[src/rtl/spi_pkg.sv]
// Shared SPI definitions: mode encodings, sample-edge helper and default word width.
package spi_pkg;

    localparam int unsigned SPI_DATA_WIDTH = 8;

    typedef enum logic [1:0] {
        SPI_MODE0 = 2'b00,
        SPI_MODE1 = 2'b01,
        SPI_MODE2 = 2'b10,
        SPI_MODE3 = 2'b11
    } spi_mode_e;

    // Modes 0 and 3 sample on the rising sclk edge, modes 1 and 2 on the falling edge.
    function automatic logic sample_on_rise(input logic [1:0] mode);
        return (spi_mode_e'(mode) == SPI_MODE0) || (spi_mode_e'(mode) == SPI_MODE3);
    endfunction

endpackage

[src/rtl/spi_bit_counter.sv]
// Wrapping SPI bit counter clocked on the sample edge; clr_n clears it asynchronously.
module spi_bit_counter
    import spi_pkg::*;
#(
    parameter int unsigned DATA_WIDTH = SPI_DATA_WIDTH,
    parameter int unsigned CW         = $clog2(DATA_WIDTH)
) (
    input  logic          clk,
    input  logic          clr_n,
    output logic [CW-1:0] bit_cnt,
    output logic          last
);

    assign last = (bit_cnt == CW'(DATA_WIDTH - 1));

    always_ff @(posedge clk or negedge clr_n) begin
        if (!clr_n) begin
            bit_cnt <= '0;
        end else if (last) begin
            bit_cnt <= '0;
        end else begin
            bit_cnt <= bit_cnt + CW'(1);
        end
    end

endmodule

[src/rtl/spi_slave_param.sv]
// Parametrised SPI slave (all CPOL/CPHA modes, MSB/LSB first, back-to-back words).
// Optional transmit holding buffer enabled by defining SPI_SLAVE_TXBUF_EN.
module spi_slave_param
    import spi_pkg::*;
#(
    parameter int unsigned DATA_WIDTH = SPI_DATA_WIDTH,
    parameter bit          LSB_FIRST  = 1'b0
) (
    input  logic                  sclk,
    input  logic                  reset,
    input  logic [1:0]            mode,
    input  logic [DATA_WIDTH-1:0] externalin,
    input  logic                  load_enable,
    input  logic                  ss,
    input  logic                  mosi,
    output logic                  miso,
    output logic [DATA_WIDTH-1:0] slave_data,
    output logic                  rx_valid,
    output logic                  busy
);

    localparam int unsigned CW = $clog2(DATA_WIDTH);

    logic                  sample_clk;
    logic                  clr_n;
    logic [CW-1:0]         bit_cnt;
    logic                  cnt_last;
    logic                  mosi_q;
    logic                  pend_req, pend_ack, pend;
    logic                  wd_req, wd_ack, wdone;
    logic                  tx_bit;
    logic [DATA_WIDTH-1:0] shift_reg;
    logic [DATA_WIDTH-1:0] shifted;
    logic [DATA_WIDTH-1:0] post_shift;
`ifdef SPI_SLAVE_TXBUF_EN
    logic [DATA_WIDTH-1:0] tx_hold;
    logic                  hold_full;
`endif

    // Posedge of sample_clk is the sample edge, negedge the launch edge, in every mode.
    assign sample_clk = sclk ^ ~sample_on_rise(mode);
    assign clr_n      = reset & ~ss;

    // pend/wdone are set on the sample edge and cleared on the launch edge, so each is
    // split into a req/ack flop pair (one per edge) and reads as req != ack.
    assign pend  = pend_req ^ pend_ack;
    assign wdone = wd_req ^ wd_ack;
    assign busy  = (bit_cnt != '0);
    assign miso  = ss ? 1'b0 : tx_bit;

    generate
        if (LSB_FIRST) begin : g_lsb
            assign tx_bit  = shift_reg[0];
            assign shifted = {mosi_q, shift_reg[DATA_WIDTH-1:1]};
        end else begin : g_msb
            assign tx_bit  = shift_reg[DATA_WIDTH-1];
            assign shifted = {shift_reg[DATA_WIDTH-2:0], mosi_q};
        end
    endgenerate

    assign post_shift = pend ? shifted : shift_reg;

    spi_bit_counter #(
        .DATA_WIDTH (DATA_WIDTH),
        .CW         (CW)
    ) u_bit_counter (
        .clk     (sample_clk),
        .clr_n   (clr_n),
        .bit_cnt (bit_cnt),
        .last    (cnt_last)
    );

    always_ff @(posedge sample_clk or negedge reset) begin
        if (!reset) begin
            mosi_q <= 1'b0;
        end else if (!ss) begin
            mosi_q <= mosi;
        end
    end

    always_ff @(posedge sample_clk or negedge clr_n) begin
        if (!clr_n) begin
            pend_req <= 1'b0;
            wd_req   <= 1'b0;
        end else begin
            pend_req <= ~pend_ack;
            if (cnt_last) begin
                wd_req <= ~wd_ack;
            end
        end
    end

    always_ff @(negedge sample_clk or negedge clr_n) begin
        if (!clr_n) begin
            pend_ack <= 1'b0;
            wd_ack   <= 1'b0;
        end else begin
            pend_ack <= pend_req;
            wd_ack   <= wd_req;
        end
    end

    always_ff @(negedge sample_clk or negedge reset) begin
        if (!reset) begin
            shift_reg  <= '0;
            slave_data <= '0;
            rx_valid   <= 1'b0;
`ifdef SPI_SLAVE_TXBUF_EN
            tx_hold    <= '0;
            hold_full  <= 1'b0;
`endif
        end else begin
            rx_valid <= 1'b0;
            if (load_enable && !busy && !pend) begin
                shift_reg <= externalin;
            end else if (pend) begin
                shift_reg <= shifted;
            end
`ifdef SPI_SLAVE_TXBUF_EN
            if (load_enable && busy) begin
                tx_hold   <= externalin;
                hold_full <= 1'b1;
            end
`endif
            if (wdone) begin
                slave_data <= post_shift;
                rx_valid   <= 1'b1;
`ifdef SPI_SLAVE_TXBUF_EN
                if (hold_full) begin
                    shift_reg <= tx_hold;
                    hold_full <= 1'b0;
                end
`endif
            end
        end
    end

endmodule

[config.mk]
export PLATFORM = sky130hd
export DESIGN_NAME = spi_slave_param
export DESIGN_NICKNAME = d
export VERILOG_FILES = /design/src/rtl/spi_pkg.sv /design/src/rtl/spi_bit_counter.sv /design/src/rtl/spi_slave_param.sv
export SDC_FILE = /design/constraint.sdc
export NUM_CORES = 1
export LEC_CHECK = 0
export CAP_MARGIN = 20
export CORE_UTILIZATION = 30
export DETAILED_ROUTE_END_ITERATION = 10
export GPL_TIMING_DRIVEN = 0
export SLEW_MARGIN = 20
export SYNTH_ARGS = -nofsm -noshare
export SYNTH_HDL_FRONTEND = slang
export SYNTH_SLANG_ARGS = --single-unit
[constraint.sdc]
create_clock -name vclk -period 0.8
set_input_delay 0.16 -clock vclk [all_inputs]
set_output_delay 0.16 -clock vclk [all_outputs]
set_load 0.05 [all_outputs]
==> run metrics <==
post-DR wirelength/cell around 11 um; delay of the slowest cell on the worst path about 0.17 ns; DRC violation count after routing 0; number of synthesized register bits 25; pin count of the biggest net entering global routing 20; final net count between 100 and 150; Die Width about 61 um; antenna violations before repair 0; arrival time of data at the critical path endpoint 0.58 ns; Placer Congestion just under 0.7; wire length of the first global-routing pass 3040 um; number of register pins that no clock reaches 25; adder-cell share of the synthesized area 3.56%; Rows 21; unrepaired setup endpoints after global routing false; placed cells 159; final-report hold violation count 0; relative slew slack a little under half; top fanout value on the critical path 3; crit-path leading delay family buffers and inverters; worst-path cell with the longest stage delay sky130_fd_sc_hd__buf_6; number of distinct library cell variants in the gate-level netlist after synthesis 16; global-route congestion overflow total 0; Synth Area in Simple Gates 5.81%; count of buffering cells on the critical path with inverters included 2; combined area of all synthesized cells 1050 um2; starting DRC count in detailed routing 4; power per standard cell area around 540 nW/um2; number of synthesis warnings 0; worst hold path startpoint ss; depth of the worst hold-timing path 3; dominant combinational cell family by area after synthesis multiplexers; Slew Limit Fails 0; leakage power of the design 0.709 nW; DPL Wire Length between 1500 and 2000 um; startpoint class of the critical path input pin; number of nets still failing antenna checks after routing 0; fraction of synthesized cell area in xor and xnor cells roughly 5%; global router's overall resource usage 10.7%; Critical Path RT around 0.64 ns; Seq/Total Area, Yosys roughly three fifths; fin worst setup slack ~0.063 ns; result of the run finished clean; Post-Synthesis Net Count between 100 and 150; vias in the first global route 666; number of diodes 0; total core area around 3400 um2; Die Y just over 60 um; starting utilization of the core area 31.4%; die area roughly 3800 um2; area delta synth->final 31.8%; number of standard cells in the final layout excluding fillers ~160; Peak VDD IR between 0.2 and 0.25 mV; post-layout power roughly 0.00075 W; endpoints left unconstrained 35; Min Clock Period, post-route 0.737 ns; number of buffers inserted by port buffering 26; number of optimization iterations in the first detailed-route pass 2; maximum frequency from static timing analysis roughly 1400 MHz; sort of element at the end of the critical path output pin; routed vias 687; share of final-layout standard cells stronger than drive strength 1 approximately 8%; Endpoint, Worst Hold miso; mux share of post-synthesis cell area between 10% and 20%; total wire length roughly 1800 um; final setup violation count 0; share of the cycle needed by the critical path after routing between 90% and 100%; post-synthesis cell count 86; setup slack at placement -0.941 ns; compound-cell area share of the yosys netlist about 3.8%; slew at the pin closest to its max-slew limit approximately 0.8 ns; per-instance average area after synthesis approximately 12 um2; crit-path cells buf_2 > nor2b_2 > buf_6; type of the most critical hold path input pin to output pin; Max-Cap Viols 0; number of top-level pins 26; drt via density 4.32; total number of cells along the worst setup path 3; CP Class input pin to output pin
[layer usage]
metal	share of wire, %	wire, um	GRT usage [%]	up-vias
met5	0	0	0	-
met4	0	0	0	0
met3	2.7	49	0	0
met2	52	935	19.4	17
met1	45	821	15.3	341
li1	-	-	-	329
[logic make-up after synthesis]
| kind of cell | Yosys count |
|---|---|
| buffers and inverters | 14 |
| flip-flops | 25 |
| adder cells (fa/ha/maj) | 3 |
| XOR/XNOR | 5 |
| AO/OA/AOI/OAI | 8 |
| multiplexers | 18 |
| AND/OR/NAND/NOR | 13 |
[worst max-delay path by stage]
stage               start    to
floorplan              ss  miso
global placement       ss  miso
detailed placement     ss  miso
CTS                    ss  miso
global route           ss  miso
finish                 ss  miso
[timing repair]
item,4_1_cts,5_1_grt
hold buffers,0,0
setup endpoints to repair,1,0
buffers inserted,0,0
resized for setup,11,0
[cells in the final DEF, fill, tap and decap left out]
| cell | instances |
|---|---|
| sky130_fd_sc_hd__a21oi_1 | 8 |
| sky130_fd_sc_hd__buf_2 | 2 |
| sky130_fd_sc_hd__buf_4 | 1 |
| sky130_fd_sc_hd__buf_6 | 2 |
| sky130_fd_sc_hd__clkdlybuf4s50_1 | 24 |
| sky130_fd_sc_hd__dfrtn_1 | 19 |
| sky130_fd_sc_hd__dfrtp_1 | 6 |
| sky130_fd_sc_hd__ha_1 | 3 |
| sky130_fd_sc_hd__inv_1 | 12 |
| sky130_fd_sc_hd__mux2_2 | 1 |
| sky130_fd_sc_hd__mux2i_1 | 17 |
| sky130_fd_sc_hd__nand2b_1 | 1 |
| sky130_fd_sc_hd__nand4b_1 | 1 |
| sky130_fd_sc_hd__nor2_1 | 9 |
| sky130_fd_sc_hd__nor2b_1 | 1 |
| sky130_fd_sc_hd__nor2b_2 | 1 |
| sky130_fd_sc_hd__xnor2_1 | 2 |
| sky130_fd_sc_hd__xnor2_2 | 1 |
| sky130_fd_sc_hd__xor2_1 | 1 |
| sky130_fd_sc_hd__xor2_2 | 1 |
[layout make-up]
cell class	count	area, um2
plain buffers	2	12.5
fillers	372	1970
inverters	12	45.0
multi-input cells	47	382
flip-flops and latches	25	626
well taps	46	57.6
repair buffers	27	268
[synthesized netlist by cell type]
cell type / count / area [um2]
sky130_fd_sc_hd__mux2i_1: 17 / 170
sky130_fd_sc_hd__xnor2_1: 3 / 26.3
sky130_fd_sc_hd__buf_4: 1 / 7.51
sky130_fd_sc_hd__nand4b_1: 1 / 8.76
sky130_fd_sc_hd__nor2_1: 9 / 33.8
sky130_fd_sc_hd__inv_1: 12 / 45.0
sky130_fd_sc_hd__ha_1: 3 / 37.5
sky130_fd_sc_hd__nand2b_1: 1 / 6.26
sky130_fd_sc_hd__nor2b_1: 2 / 12.5
sky130_fd_sc_hd__buf_2: 1 / 5.00
sky130_fd_sc_hd__dfrtn_1: 19 / 475
sky130_fd_sc_hd__dfrtp_1: 6 / 150
sky130_fd_sc_hd__xor2_1: 1 / 8.76
sky130_fd_sc_hd__xor2_2: 1 / 16.3
sky130_fd_sc_hd__mux2_2: 1 / 11.3
sky130_fd_sc_hd__a21oi_1: 8 / 40.0
[report_power, final]
part | switching, W | internal (W)
Clock | 0 | 0
Sequential | 0.0000349 | 0.000251
Combinational | 0.000272 | 0.000194
[worst min-delay path: stages]
cell and delay [ns]:
sky130_fd_sc_hd__buf_2 0.12, sky130_fd_sc_hd__nor2b_2 0.05, sky130_fd_sc_hd__buf_6 0.14
[through the flow]
stage | utilization, % | area, um2 | hold slack [ns] | TNS [ns]
finish | 41.3 | 1390 | 0.633 | 0
floorplan | - | 1060 | 0.415 | 0
CTS | 41.3 | 1390 | 0.638 | 0
global placement | 40.9 | 1380 | 1.62 | -0.941
global route | 41.3 | 1390 | 0.644 | 0
detailed placement | 41.4 | 1390 | 1.62 | -0.941
Power figures use the tool's default switching activity.
